===== src/rtl/bit_4_ripple_carry_adder_pkg.sv =====
// Shared constants for the registered 4-bit adder.
// Latency: n/a (constants only).
// Backpressure: n/a.
package bit_4_ripple_carry_adder_pkg;

    // Operand width. The carry equations in cla_4_core are written out flat
    // for exactly this width, so changing it means rewriting the core.
    localparam int ADD_W = 4;

endpackage : bit_4_ripple_carry_adder_pkg


===== src/rtl/bit_4_ripple_carry_adder_cla_4_core.sv =====
// Combinational 4-bit carry-lookahead adder core with group P/G outputs.
// Latency: 0 cycles (pure logic).
// Backpressure: none; result follows the inputs continuously.
module cla_4_core
    import bit_4_ripple_carry_adder_pkg::*;
(
    input  logic [ADD_W-1:0] a,
    input  logic [ADD_W-1:0] b,
    input  logic             c_0,
    output logic [ADD_W-1:0] sum,
    output logic             cout,
    output logic             P,
    output logic             G
);

    // Per-bit generate and propagate terms.
    logic [ADD_W-1:0] w_g;
    logic [ADD_W-1:0] w_p;

    // Carry into each bit position, plus carry-out of bit 3.
    logic             w_c1;
    logic             w_c2;
    logic             w_c3;
    logic             w_c4;

    assign w_g = a & b;
    assign w_p = a ^ b;

    // Every carry is a flat sum of products of g/p terms and c_0; no carry is
    // built from another carry, so depth stays two levels for all positions.
    assign w_c1 = w_g[0]
                | (w_p[0] & c_0);

    assign w_c2 = w_g[1]
                | (w_p[1] & w_g[0])
                | (w_p[1] & w_p[0] & c_0);

    assign w_c3 = w_g[2]
                | (w_p[2] & w_g[1])
                | (w_p[2] & w_p[1] & w_g[0])
                | (w_p[2] & w_p[1] & w_p[0] & c_0);

    assign w_c4 = w_g[3]
                | (w_p[3] & w_g[2])
                | (w_p[3] & w_p[2] & w_g[1])
                | (w_p[3] & w_p[2] & w_p[1] & w_g[0])
                | (w_p[3] & w_p[2] & w_p[1] & w_p[0] & c_0);

    // Sum bit i is the propagate term XOR the carry into that bit.
    assign sum[0] = w_p[0] ^ c_0;
    assign sum[1] = w_p[1] ^ w_c1;
    assign sum[2] = w_p[2] ^ w_c2;
    assign sum[3] = w_p[3] ^ w_c3;

    assign cout = w_c4;

    // Group terms for cascading into a higher-level lookahead unit:
    // carry-out of the group equals G | (P & c_0).
    assign P = w_p[3] & w_p[2] & w_p[1] & w_p[0];

    assign G = w_g[3]
             | (w_p[3] & w_g[2])
             | (w_p[3] & w_p[2] & w_g[1])
             | (w_p[3] & w_p[2] & w_p[1] & w_g[0]);

endmodule : cla_4_core


===== src/rtl/bit_4_ripple_carry_adder.sv =====
// Registered 4-bit adder: {c_4, s} = a + b + c_0 via a lookahead core.
// Latency: 1 cycle; one addition accepted every cycle.
// Backpressure: none; no handshake, inputs sampled on every rising edge.
module bit_4_ripple_carry_adder
    import bit_4_ripple_carry_adder_pkg::*;
(
    input  logic             clk,
    input  logic             rst,
    input  logic [ADD_W-1:0] a,
    input  logic [ADD_W-1:0] b,
    input  logic             c_0,
    output logic [ADD_W-1:0] s,
    output logic             c_4
);

    logic [ADD_W-1:0] w_sum;
    logic             w_cout;
    logic             w_grp_p;
    logic             w_grp_g;

    // Group P/G are exported by the core for future cascading; this single
    // 4-bit instance has no consumer for them yet.
    logic             w_unused_grp;

    logic [ADD_W-1:0] r_s;
    logic             r_c4;

    cla_4_core u_cla_4_core (
        .a    (a),
        .b    (b),
        .c_0  (c_0),
        .sum  (w_sum),
        .cout (w_cout),
        .P    (w_grp_p),
        .G    (w_grp_g)
    );

    assign w_unused_grp = w_grp_p ^ w_grp_g;

    // Output register: cleared asynchronously by rst, otherwise loads the
    // core result on every rising clock edge.
    always_ff @(posedge clk or posedge rst) begin
        if (rst) begin
            r_s  <= '0;
            r_c4 <= 1'b0;
        end else begin
            r_s  <= w_sum;
            r_c4 <= w_cout;
        end
    end

    assign s   = r_s;
    assign c_4 = r_c4;

endmodule : bit_4_ripple_carry_adder


===== config.mk =====
export PLATFORM = sky130hd
export DESIGN_NAME = bit_4_ripple_carry_adder
export DESIGN_NICKNAME = d
export VERILOG_FILES = /design/src/rtl/bit_4_ripple_carry_adder_pkg.sv /design/src/rtl/bit_4_ripple_carry_adder_cla_4_core.sv /design/src/rtl/bit_4_ripple_carry_adder.sv
export SDC_FILE = /design/constraint.sdc
export NUM_CORES = 1
export LEC_CHECK = 0
export CORE_AREA = 2 2 39 41
export CTS_BUF_LIST = sky130_fd_sc_hd__clkbuf_8
export CTS_CLUSTER_DIAMETER = 30
export DETAILED_ROUTE_END_ITERATION = 8
export DIE_AREA = 0 0 41 43
export PLACE_DENSITY_LB_ADDON = 0.05
export SLEW_MARGIN = 10
export SYNTH_ARGS = -nofsm -noshare
export SYNTH_HDL_FRONTEND = slang
export SYNTH_SLANG_ARGS = --single-unit
export TNS_END_PERCENT = 100

===== constraint.sdc =====
create_clock -name clk -period 0.8 [get_ports clk]
set_input_delay 0.2 -clock clk [delete_from_list [all_inputs] [get_ports clk]]
set_output_delay 0.2 -clock clk [all_outputs]
set_load 0.05 [all_outputs]

==> out/qor.csv, run 1 <==
metric,value,unit
status,"complete, but fails checks",
failed_checks,negative setup slack,
ioPinCount,16,
max_freq,1040,MHz
drv_cap,0,
hold_path_class,in2async,
powerDensity,1980,mW/mm^2
timing.final.max_slew_violations,0,
use_met2,12.5,%
arrival,0.76,ns
grtUsageMet3,3.14,%
postSynthAreaPerCell,11.5,sq um
syn-num-nets,43,
p_seq_share,24.0,%
gr-usage-all-layers,8.78,%
antenna_found_initial,0,
ys_top_cells_by_area,"dfrtp_1 42%, ha_1 21%, fa_1 6.7%, inv_1 6.3%, xnor2_1 5.9%",
ys_async_sr_fraction,100,%
top_usage_layer,met2,
fin_nets,67,
total_power,1400,uW
numCtsBuffers,3,
grt_pass1_vias,260,
cp.depth,1,
maxSlewHeadroom,88.2,%
cts_tree,yes,
synth_seq_area_share,41.8,%
synth_edf_count,0,
worst_path_dominant_cell_family,flip-flops,
dieWidth,41,um
layout_setup_ws,-0.158,ns
hold_viol_final,0,
power_frac_comb,44.2,%
area_growth_syn_to_layout,136,%
grt_first_pass_wirelength,979,um
vdd_drop_max,804,uV
diodes,0,
ys_ff_latch,5,
gp_congestion,0.615,
cts_root_buf,clkbuf_8,
drt-initial-drc-count,2,
fin_tns_setup,-0.826,ns
wl_per_cell,9.71,um
final_antenna_net_count,0,
dr.pass1.iters,2,
power_frac_clock,31.8,%
htreeDepth,1,
cp.required,0.60,ns
met1_usage,9.48,%
power.static_leakage,0.000323,uW
min_period,0.958,ns
yosysUniqueCellTypes,11,
clk_pin_slew,0.03,ns
endpoint_kind,primary output,
dieArea,0.00176,sq mm
rsz0062_at_grt,yes,
clk_path_buf_depth,2,
die_h,43,um
p_sw,438,uW
synth_area_leader_cell,dfrtp_1,
crit_chain,buf_12,
drt-total-wl,631,um
grt_max_degree,6,
worst-path-max-fanout,1,
fillCellCount,122,
synth_common_cells,"5 x dfrtp_1, 5 x ha_1, 5 x inv_1",
worst-setup-path-type,reg2out,
syn_area,299,sq um
worst-path-buf-inv,1,
viasPerCell,3.97,
tightest_slew,0.176,ns
period_share,120,%
numPortBuffers,15,
dp_slack,-0.722,ns
cts_hold_buf,0,
slowest_stage,dfrtp_1,
yosysTopAreaCellShare,41.8,%
p_int,958,uW
hpwl,507,um
critPathMaxStageDelay,0.39,ns
setup_violations,8,
synth_flop_cell,dfrtp_1,
cts_sinks,5,
drc,0,
synthCells,26,
start_kind,flip-flop,
drive_above_1_share,63.3,%
p_sw_share,31.4,%
ys_warn_count,0,
routed-via-count,258,
core_area,0.00138,sq mm
worst_hold_slack,0.179,ns
gr-total-overflow,0,
rows,14,
start_util,21.6,%
[through the flow]
step / util (%) / cell area (sq um) / std cells
detailed placement: 43.1 / 597 / 60
finish: 50.9 / 704 / 65
floorplan: - / 354 / 26
global placement: 43.1 / 597 / 60
CTS: 48.7 / 674 / 65
global route: 50.9 / 704 / 65
[placed cells by master (no fill, tap or decap)]
| master | n |
|---|---|
| fa_2 | 1 |
| inv_1 | 4 |
| inv_8 | 1 |
| buf_6 | 4 |
| clkbuf_8 | 3 |
| nand2_2 | 1 |
| ha_1 | 1 |
| dlygate4sd2_1 | 2 |
| a21oi_4 | 2 |
| xnor2_1 | 2 |
| buf_4 | 4 |
| a21oi_2 | 1 |
| dfrtp_1 | 5 |
| o21ai_4 | 1 |
| a21o_1 | 2 |
| xor2_1 | 1 |
| clkdlybuf4s50_1 | 1 |
| ha_4 | 4 |
| inv_2 | 1 |
| buf_8 | 3 |
| buf_12 | 5 |
[logic make-up (layout without fill, tap and decap cells)]
kind of cell / Yosys count / after routing / share of synthesized area, %
AOI/OAI and AO/OA: 6 / 6 / 14.2
xor gates and xnor gates: 3 / 3 / 8.79
adders and majority gates: 6 / 6 / 27.6
buffers and inverters: 5 / 28 / 6.28
DFF: 5 / 5 / 41.8
and+or+nand+nor: 1 / 1 / 1.25
[area by class of cell]
type | count | area (sq um) | share of cell area (%)
Sequential cell | 5 | 125 | 17.8
Timing Repair Buffer | 19 | 248 | 35.2
Clock inverter | 1 | 3.75 | 0.533
Inverter | 5 | 26.3 | 3.73
Tap cell | 16 | 20.0 | 2.84
Multi-Input combinational cell | 16 | 240 | 34.1
Clock buffer | 3 | 41.3 | 5.86
[final timing paths]
path	startpoint	to	slack [ns]
min in group clk	b[2]	s[2]	0.32
setup / recovery	s[2]	s[2]	-0.16
hold / removal	rst	s[2]	0.18
max in group asynchronous	rst	c_4	0.46
[power groups by stage]
stage | sequential (uW) | combinational [uW] | clock, uW
after global routing | 339 | 651 | 478
after detailed placement | 339 | 572 | 0
after global placement | 338 | 565 | 0
after floorplan | 475 | 123 | 0
after CTS | 336 | 593 | 459
final | 335 | 617 | 444
[routing by layer]
layer	vias up	share of wire, %
met5	-	0
met4	0	0
met3	0	9.8
met2	11	55
met1	119	35
li1	128	-
[sequential cells by signal, summed over array words and instances, names as in the netlist]
register  count
s             4
c_4           1
[what timing repair did]
action | 4_1_cts | 5_1_grt
setup buffers | 1 | 0
pin swaps | 13 | 7
setup endpoints to repair | 10 | 8
gates resized for setup | 43 | 5
No activity file was read; power rests on OpenSTA's default activity.
==> run 2, diff against run 1 <==
- ABC_AREA: not set -> 1
==> run 2 against run 1 <==
Net effect: the run still ends with negative setup slack left; area after synthesis increased by 22%; setup slack better by 0.0031 ns; hold slack improved by 0.0056 ns; largest cell class is now multi-input gates; highest routed layer is now met4.
==> out/qor.csv, run 2 <==
metric,value,unit,change
status,"complete, but fails checks",,unchanged
failed_checks,negative setup slack,,unchanged
htreeDepth,1,,unchanged
drt-total-wl,734,um,was 631 um
maxSlewHeadroom,88.4,%,was 88.2%
cts_hold_buf,0,,unchanged
max_freq,1050,MHz,was 1040 MHz
hpwl,561,um,was 507 um
largest_reg_flops,4,,unchanged
cp.required,0.60,ns,about the same
arrival,0.75,ns,was 0.76 ns
layout_setup_ws,-0.155,ns,was -0.158 ns
wl_per_cell,9.06,um,was 9.71 um
cts_root_buf,clkbuf_8,,unchanged
placed_area,646,sq um,was 597 sq um
synth_common_cells,"10 x inv_1, 9 x nand2_1, 5 x dfrtp_1, 5 x ha_1, 4 x nand3_1",,"was 5 x dfrtp_1, 5 x ha_1, 5 x inv_1"
synth_most_common_cell,inv_1,,
dieArea,0.00176,sq mm,unchanged
use_met2,14.7,%,was 12.5%
grt_max_degree,8,,was 6
numPortBuffers,15,,unchanged
ys_ff_latch,5,,unchanged
numCtsBuffers,3,,unchanged
synth_seq_area_share,34.4,%,was 41.8%
antenna_found_initial,0,,unchanged
routed-via-count,338,,was 258
ys_warn_count,0,,unchanged
period_share,119,%,was 120%
clk_pin_slew,0.03,ns,about the same
diodes,0,,unchanged
die_h,43,um,unchanged
cts_tree,yes,,unchanged
synth_area_leader_cell,dfrtp_1,,unchanged
critPathMaxStageDelay,0.38,ns,was 0.39 ns
hold_viol_final,0,,unchanged
top_usage_layer,met2,,unchanged
worst-setup-path-type,reg2out,,unchanged
syn-num-nets,60,,was 43
fillCellCount,143,,was 122
worst-path-buf-inv,1,,unchanged
endpoint_kind,primary output,,unchanged
fin_nets,83,,was 67
gp_congestion,0.786,,was 0.615
powerDensity,1910,mW/mm^2,was 1980 mW/mm^2
worst_hold_slack,0.185,ns,was 0.179 ns
drv_cap,0,,unchanged
grt_first_pass_wirelength,1.21,mm,was 979 um
rsz0062_at_grt,yes,,unchanged
drc,0,,unchanged
synth_flop_cell,dfrtp_1,,unchanged
ys_top_cells_by_area,"dfrtp_1 34%, ha_1 17%, inv_1 10%, nand2_1 9.3%, fa_1 5.5%",,"was dfrtp_1 42%, ha_1 21%, fa_1 6.7%, inv_1 6.3%, xnor2_1 5.9%"
core_area,0.00138,sq mm,unchanged
clk_path_buf_depth,2,,unchanged
power.static_leakage,0.000344,uW,was 0.000323 uW
final_antenna_net_count,0,,unchanged
total_power,1390,uW,was 1400 uW
start_kind,flip-flop,,unchanged
dieWidth,41,um,unchanged
grtUsageMet3,3.14,%,unchanged
area_growth_syn_to_layout,99.3,%,was 136%
worst-path-max-fanout,1,,unchanged
vdd_drop_max,875,uV,was 804 uV
syn_area,364,sq um,was 299 sq um
synthCells,43,,was 26
grt_pass1_vias,308,,was 260
postSynthAreaPerCell,8.47,sq um,was 11.5 sq um
final-seq-area,125,sq um,unchanged
drive_above_1_share,58.5,%,was 63.3%
rows,14,,unchanged
multi_input_area,259,sq um,was 240 sq um
crit_chain,buf_12,,unchanged
fin_area,726,sq um,was 704 sq um
timing.final.max_slew_violations,0,,unchanged
dr.pass1.iters,2,,unchanged
setup_violations,6,,was 8
yosysTopAreaCellShare,34.4,%,was 41.8%
start_util,26.3,%,was 21.6%
ys_async_sr_fraction,100,%,unchanged
tightest_slew,0.174,ns,was 0.176 ns
min_period,0.955,ns,was 0.958 ns
yosysUniqueCellTypes,12,,was 11
gr-total-overflow,0,,unchanged
final_common_cell,nand2_1,,
ioPinCount,16,,unchanged
met1_usage,12.2,%,was 9.48%
viasPerCell,4.17,,was 3.97
worst_path_dominant_cell_family,flip-flops,,unchanged
final_cell_mix,"7 x nand2_1, 6 x inv_1, 6 x buf_12",,"was 5 x dfrtp_1, 5 x buf_12"
synth_edf_count,0,,unchanged
slowest_stage,dfrtp_1,,unchanged
hold_path_class,in2async,,unchanged
gr-usage-all-layers,10.6,%,was 8.78%
cts_sinks,5,,unchanged
drt-initial-drc-count,2,,unchanged
## run 2: changes by cell type in the layout (fill, tap and decap cells not counted), moves of 3 or more
cell / previous run / this run
buf_2: 0 / 3
inv_2: 1 / 4
nand4_1: 0 / 3
nand3_1: 0 / 3
buf_8: 3 / 0
nand2_1: 0 / 7
## run 2: stage by stage
| stage | utilization, % | setup slack, ns | setup TNS [ns] | instances |
|---|---|---|---|---|
| 2_1_floorplan | - | -0.164 | -0.404 | 43 |
| 3_3_place_gp | 46.7 | -0.749 | -3.55 | 76 |
| 3_5_place_dp | 46.7 | -0.757 | -3.59 | 76 |
| 4_1_cts | 49.4 | -0.162 | -0.835 | 80 |
| 5_1_grt | 52.4 | -0.180 | -0.956 | 81 |
| 6_report | 52.4 | -0.155 | -0.785 | 81 |
## run 2: worst max path at each step
stage          start  cells past startpoint  slack [ns]   end
3_5_place_dp    a[0]                      5       -0.76  s[2]
5_1_grt         s[0]                      1       -0.18  s[0]
6_report         c_4                      1       -0.15   c_4
4_1_cts          c_4                      1       -0.16   c_4
3_3_place_gp    a[0]                      4       -0.75  s[0]
2_1_floorplan   a[1]                      8       -0.16  s[3]
## run 2: final cells by class
type / count / area share [%]
Clock buffer: 3 / 5.69
Clock inverter: 1 / 0.517
Inverter: 10 / 6.21
Multi-Input combinational cell: 27 / 35.7
Sequential cell: 5 / 17.2
Tap cell: 16 / 2.76
Timing Repair Buffer: 19 / 31.9
## run 2: report_power, final
group / switching [uW] / internal (uW)
logic: 297 / 322
clock network: 111 / 328
registers: 33.4 / 298
## run 2: kinds of logic after synthesis
logic type | after synthesis | share of synthesized area (%)
adder cells (fa/ha/maj) | 6 | 22.7
AND/OR/NAND/NOR | 18 | 23.4
flip-flops | 5 | 34.4
AO/OA/AOI/OAI | 1 | 1.37
buffers and inverters | 11 | 13.4
XOR/XNOR | 2 | 4.81
## run 2: metal layers
| metal | up-vias | share of wire [%] |
|---|---|---|
| met2 | 15 | 51 |
| met5 | - | 0 |
| met1 | 144 | 40 |
| met4 | 0 | 1.6 |
| met3 | 2 | 7.5 |
| li1 | 177 | - |
## run 2: repair_timing
action | 4_1_cts | 5_1_grt
pin swaps | 13 | 8
resized for setup | 48 | 8
endpoints found under the hold margin | 0 | 0
setup endpoints to repair | 10 | 9
buffers inserted | 0 | 1
==> run 3, diff against run 2 <==
- CTS_CLUSTER_DIAMETER: 30 -> not set
==> results of run 3 <==
No change in the layout: final DEF, timing and power equal those of run 2.
